--- src/rtl/vending_ctrl_seq.sv ---
// Vending controller: accumulates coin credit, checks selections against a
// price table, pulses a vend, then pays change back one coin at a time.
module vending_ctrl_seq #(
  parameter int N_ITEMS        = 9,
  parameter int MONEY_W        = 10,
  parameter int MAX_CREDIT     = 500,
  parameter int PRICE_SHOW_CYC = 50
) (
  input  logic                         clk,
  input  logic                         cancelReset,
  input  logic [N_ITEMS*MONEY_W-1:0]   prices,
  input  logic                         coin_valid,
  input  logic [2:0]                   coin_type,
  input  logic                         sel_valid,
  input  logic [$clog2(N_ITEMS)-1:0]   sel_idx,
  input  logic                         cancel,
  output logic [MONEY_W-1:0]           credit,
  output logic                         coin_reject,
  output logic [N_ITEMS-1:0]           gled,
  output logic [N_ITEMS-1:0]           rled,
  output logic                         vend_valid,
  output logic [$clog2(N_ITEMS)-1:0]   vend_idx,
  output logic                         chg_valid,
  output logic [1:0]                   chg_coin,
  input  logic                         chg_ready,
  output logic [MONEY_W-1:0]           disp_value
);

  localparam int IDX_W = $clog2(N_ITEMS);
  localparam int CNT_W = $clog2(PRICE_SHOW_CYC + 1);

  typedef enum logic [1:0] {IDLE, CREDIT, VEND, CHANGE} state_t;

  state_t             state;
  logic [MONEY_W-1:0] showPrice;
  logic [CNT_W-1:0]   showCnt;
  logic [MONEY_W-1:0] selPrice;
  logic [MONEY_W:0]   coinVal;
  logic               inService;
  logic               coinTaken;
  logic [MONEY_W-1:0] chgRemain;

  // Accepted coin value in cents; zero marks an unrecognised coin code.
  function automatic logic [MONEY_W:0] coinValue(input logic [2:0] t);
    case (t)
      3'd0:    return (MONEY_W+1)'(5);
      3'd1:    return (MONEY_W+1)'(10);
      3'd2:    return (MONEY_W+1)'(25);
      3'd3:    return (MONEY_W+1)'(50);
      3'd4:    return (MONEY_W+1)'(100);
      3'd5:    return (MONEY_W+1)'(500);
      default: return '0;
    endcase
  endfunction

  // Price lookup; indices beyond the table read as out of stock.
  function automatic logic [MONEY_W-1:0] priceOf(input logic [N_ITEMS*MONEY_W-1:0] tbl,
                                                  input logic [IDX_W-1:0] idx);
    logic [MONEY_W-1:0] p;
    p = '0;
    for (int k = 0; k < N_ITEMS; k++)
      if (idx == IDX_W'(k)) p = tbl[k*MONEY_W +: MONEY_W];
    return p;
  endfunction

  // Largest change coin that still fits in the remaining credit.
  function automatic logic [1:0] greedyCoin(input logic [MONEY_W-1:0] c);
    if (c >= MONEY_W'(100))     return 2'd3;
    else if (c >= MONEY_W'(25)) return 2'd2;
    else if (c >= MONEY_W'(10)) return 2'd1;
    else                        return 2'd0;
  endfunction

  function automatic logic [MONEY_W-1:0] chgValue(input logic [1:0] code);
    case (code)
      2'd0:    return MONEY_W'(5);
      2'd1:    return MONEY_W'(10);
      2'd2:    return MONEY_W'(25);
      default: return MONEY_W'(100);
    endcase
  endfunction

  assign selPrice  = priceOf(prices, sel_idx);
  assign coinVal   = coinValue(coin_type);
  assign inService = (state == IDLE) || (state == CREDIT);
  // A coin is only taken when nothing of higher priority happens this cycle.
  assign coinTaken = coin_valid && inService && !cancel && !sel_valid && (coinVal != '0) &&
                     (({1'b0, credit} + coinVal) <= (MONEY_W+1)'(MAX_CREDIT));
  assign chgRemain = credit - chgValue(chg_coin);
  assign disp_value = (showCnt != '0) ? showPrice : credit;

  // Item LEDs follow the price table and the registered credit.
  always_comb begin
    gled = '0;
    rled = '0;
    for (int k = 0; k < N_ITEMS; k++) begin
      rled[k] = (prices[k*MONEY_W +: MONEY_W] == '0);
      gled[k] = !rled[k] && (credit >= prices[k*MONEY_W +: MONEY_W]);
    end
  end

  // Controller FSM with registered pulses, credit, change and price-show timer.
  always_ff @(posedge clk or posedge cancelReset) begin
    if (cancelReset) begin
      state       <= IDLE;
      credit      <= '0;
      showPrice   <= '0;
      showCnt     <= '0;
      coin_reject <= 1'b0;
      vend_valid  <= 1'b0;
      vend_idx    <= '0;
      chg_valid   <= 1'b0;
      chg_coin    <= '0;
    end else begin
      coin_reject <= coin_valid && !coinTaken;
      vend_valid  <= 1'b0;
      if (showCnt != '0) showCnt <= showCnt - CNT_W'(1);
      case (state)
        IDLE, CREDIT: begin
          if (cancel) begin
            if (state == CREDIT) begin
              showCnt <= '0;
              if (credit >= MONEY_W'(5)) begin
                state     <= CHANGE;
                chg_valid <= 1'b1;
                chg_coin  <= greedyCoin(credit);
              end else begin
                state  <= IDLE;
                credit <= '0;
              end
            end
          end else if (sel_valid) begin
            if (selPrice != '0) begin
              if (selPrice > credit) begin
                showPrice <= selPrice;
                showCnt   <= CNT_W'(PRICE_SHOW_CYC);
              end else begin
                state      <= VEND;
                vend_valid <= 1'b1;
                vend_idx   <= sel_idx;
                credit     <= credit - selPrice;
                showCnt    <= '0;
              end
            end
          end else if (coinTaken) begin
            credit  <= credit + coinVal[MONEY_W-1:0];
            state   <= CREDIT;
            showCnt <= '0;
          end
        end
        VEND: begin
          if (credit >= MONEY_W'(5)) begin
            state     <= CHANGE;
            chg_valid <= 1'b1;
            chg_coin  <= greedyCoin(credit);
          end else begin
            state  <= IDLE;
            credit <= '0;
          end
        end
        default: begin
          if (!chg_valid) begin
            state  <= IDLE;
            credit <= '0;
          end else if (chg_ready) begin
            if (chgRemain >= MONEY_W'(5)) begin
              credit   <= chgRemain;
              chg_coin <= greedyCoin(chgRemain);
            end else begin
              credit    <= '0;
              chg_valid <= 1'b0;
              state     <= IDLE;
            end
          end
        end
      endcase
    end
  end

endmodule

--- config.mk ---
export PLATFORM = sky130hd
export DESIGN_NAME = vending_ctrl_seq
export DESIGN_NICKNAME = d
export VERILOG_FILES = /design/src/rtl/vending_ctrl_seq.sv
export SDC_FILE = /design/constraint.sdc
export NUM_CORES = 1
export LEC_CHECK = 0
export BUFFER_PORTS_ARGS = -buffer_cell sky130_fd_sc_hd__buf_2
export CAP_MARGIN = 20
export CORE_UTILIZATION = 39
export DETAILED_ROUTE_END_ITERATION = 10
export PLACE_DENSITY = 0.7
export SETUP_SLACK_MARGIN = 0.05
export SLEW_MARGIN = 20
export SYNTH_ARGS = -nofsm -noshare
export SYNTH_HDL_FRONTEND = slang
export SYNTH_SLANG_ARGS = --single-unit
export TNS_END_PERCENT = 10
--- constraint.sdc ---
create_clock -name clk -period 3.6 [get_ports clk]
set_clock_uncertainty 0.2 [all_clocks]
set_input_delay 0.54 -clock clk [delete_from_list [all_inputs] [get_ports clk]]
set_output_delay 0.54 -clock clk [all_outputs]
set_load 0.02 [all_outputs]
==> reports/metrics.yaml <==
cells_and_area:
  nets: 1376
  finalCoreUtilization_pct: 55.14
  layout_common_cells: "buf_2, buf_4, inv_1"
  synthToLayoutAreaGrowth_pct: 38.16
  design_area_um2: 9504
  drive_above_1_share_pct: 34.17
run_status:
  status: "complete, but fails checks"
  violations: "setup timing"
synthesis:
  async_reset_ff_share_pct: 100.0
  synth.distinct_cells: 71
  synth_fa_ha_area_share_pct: 22.88
  synth_xor_area_share_pct: 2.928
  synth_ff_type: "dfrtp_1"
  synthSimpleGateAreaFrac_pct: 17.73
  synthCells: 872
  synth-edff-count: 0
  syn_nets: 1099
  synth.avg_cell_area_um2: 7.889
  yosys_warnings: 0
  yosysSeqAreaShare_pct: 13.46
  ys_ff_latch: 37
  synth_area_um2: 6879
  synth_compound_area_share_pct: 25.08
  synth_top_family_by_area: "compound AO/OA/AOI/OAI gates"
  muxShareOfSynthArea_pct: 8.894
sta:
  hold_viol: 0
  relSlewSlack_pct: 53.72
  fin_setup_tns_ns: -2.606
  rsz0062_at_grt: "true"
  worst_hold_slack_ns: 0.1611
  slew_violations: 0
  fin_crit_ns: 3.750
  setup_viol: 25
  worst_pin_slew_ns: 0.6923
  fmax_ghz: 0.2667
  timing.final.ws_setup_ns: -0.1498
  finalCritPeriodShare_pct: 104.2
power_and_ir_drop:
  p_leak_nw: 5.227
  ir_drop_mv: 0.3215
  p_per_area_nw_per_um2: 740.0
clocking:
  postCtsHoldBufs: 0
  cts_tree: "done"
  clkLatencyLatePin_ns: 0.28
  clockRootBuffer: "clkbuf_16"
  clk_path_buf_depth: 2
  clock_sinks: 37
  cts_max_level: 2
  numCtsBuffers: 5
  clkTransAtPathRegs_ns: 0.06
detailed_routing:
  highest_layer: "met4"
  route.vias.total: 7682
  vias_per_cell: 5.583
  drtPass1Iterations: 5
  wl_met2_um: 11020
  routed_wl_um: 24040
  ant_nets: 0
  drc: 0
  wl_met3_um: 1536
  first_iter_violations: 462
  wl_per_cell_um: 17.47
  wl_met1_um: 10870
die:
  die_area_um2: 18170
  initial_core_util_pct: 39.91
  num_rows: 48
  coreArea_um2: 17240
  die_x_um: 134.8
  io_pins: 150
  dieHeight_um: 134.8
setup_path:
  critPathMaxFanout: 8
  arrival_ns: 3.72
  reg2regPathDepth: 14
  worstSetupStartpointType: "input port"
  critPathKind: "input port to register"
  reg2reg_from: "chg_coin[0]"
  r2r_slack_ns: 0.06
  worstSetupEndpointType: "register"
  worstPathRequired_ns: 3.57
  reg2reg_to: "credit[0]"
min_path:
  hold_class: "input port to asynchronous set/reset pin"
grt:
  grt_pass1_wl_um: 37360
  grt_usage_pct: 26.16
  overflow: 0
  grt_pass1_vias: 7310
  grt_max_degree: 38
  antenna_found_initial: 1
placement:
  port_buffers: 149
  dp_hpwl_um: 19090
  place_ws_ns: -0.5569
  gp_congestion: 0.9134
  dpl_cell_area_um2: 8874
flow_run:
  timing.max_cap.violations: 0
==> cell usage after synthesis (all sizes together), types with 3 or more instances <==
cell type	n	area [um^2]
a211o	6	52.55
a211oi	7	65.06
a21boi	5	37.54
a21o	55	412.9
a21oi	40	200.2
a221o	4	40.04
a22o	8	70.07
a31oi	5	31.28
and2	10	62.56
and3	3	23.77
buf	15	95.09
clkbuf	13	48.80
dfrtp	37	925.9
fa	3	60.06
ha	121	1514
inv	127	476.7
mux2	25	281.5
mux2i	21	210.2
mux4	5	120.1
nand2	39	148.9
nand2b	18	112.6
nand3	29	145.1
nand3b	6	45.04
nand4	14	87.58
nor2	51	191.4
nor2b	17	106.4
nor3	12	65.06
nor4	19	118.9
nor4b	3	26.28
o2111ai	4	35.03
o21a	9	67.56
o21ai	52	264.0
o21bai	4	30.03
o221ai	4	35.03
o22ai	8	50.05
o311ai	3	26.28
o31a	5	43.79
o31ai	4	30.03
o32ai	4	35.03
or3	7	48.80
xnor2	14	122.6
xor2	9	78.83
==> routing by layer <==
metal  vias up  global-route usage, %
met1      3619                  34.91
met4         0                  8.864
met2       282                  43.04
met3        49                  3.791
li1       3732                      -
met5         -                      0
==> stage by stage <==
stage,power [mW],cells
2_1_floorplan,4.235,872
3_3_place_gp,5.894,1359
3_5_place_dp,6.007,1359
4_1_cts,6.746,1373
5_1_grt,7.642,1376
6_report,7.033,1376
==> worst max-delay path, cell delays in order <==
cell and delay, ns:
buf_12 0.11, nand3b_1 0.14, a211o_1 0.32, a32oi_2 0.27, o22ai_2 0.11, a21boi_4 0.16
ha_4 0.21, nor2b_4 0.12, o31a_1 0.26, o311a_1 0.33, o21ai_2 0.16, a21oi_2 0.09
buf_4 0.16, a211oi_4 0.21, buf_6 0.17, mux2_2 0.33
==> how the worst max path moves through the flow <==
stage | start | endpoint | slack, ns | cells after the start
final | sel_idx[2] | showPrice[0] | -0.15 | 16
after global routing | sel_idx[0] | credit[8] | -0.26 | 18
after CTS | sel_idx[0] | credit[0] | -0.14 | 18
after detailed placement | sel_idx[0] | credit[0] | -0.56 | 17
after global placement | sel_idx[2] | vend_idx[0] | -0.52 | 17
after floorplan | sel_idx[0] | credit[8] | -0.41 | 18
==> layout make-up <==
type	count	area, um^2
Multi-Input combinational cell	680	5607
Antenna cell	1	2.502
Timing Repair Buffer	298	2016
Clock inverter	3	65.06
Fill cell	1579	7732
Sequential cell	37	927.1
Clock buffer	5	125.1
Tap cell	225	281.5
Inverter	127	480.5
==> sequential cells by signal (all words and copies together) (netlist names) <==
| name | count |
|---|---|
| credit | 10 |
| showPrice | 10 |
| showCnt | 6 |
| vend_idx | 4 |
| chg_coin | 2 |
| state | 2 |
| chg_valid | 1 |
| coin_reject | 1 |
| vend_valid | 1 |
==> power breakdown <==
part | switching [mW] | internal, mW
clock network | 0.176 | 0.396
registers | 0.275 | 0.603
logic | 2.97 | 2.61
==> kinds of logic after synthesis <==
kind of cell    Yosys count
flops                    37
buf+inv                 155
simple gates            233
fa+ha+maj               124
compound gates          249
mux                      51
xor+xnor                 23
==> timing repair <==
action,4_1_cts,5_1_grt
pin swaps,8,16
gates resized for setup,26,69
buffers inserted,6,1
endpoints found under the setup margin,41,43
gates cloned,0,1
Power figures use the tool's default switching activity.
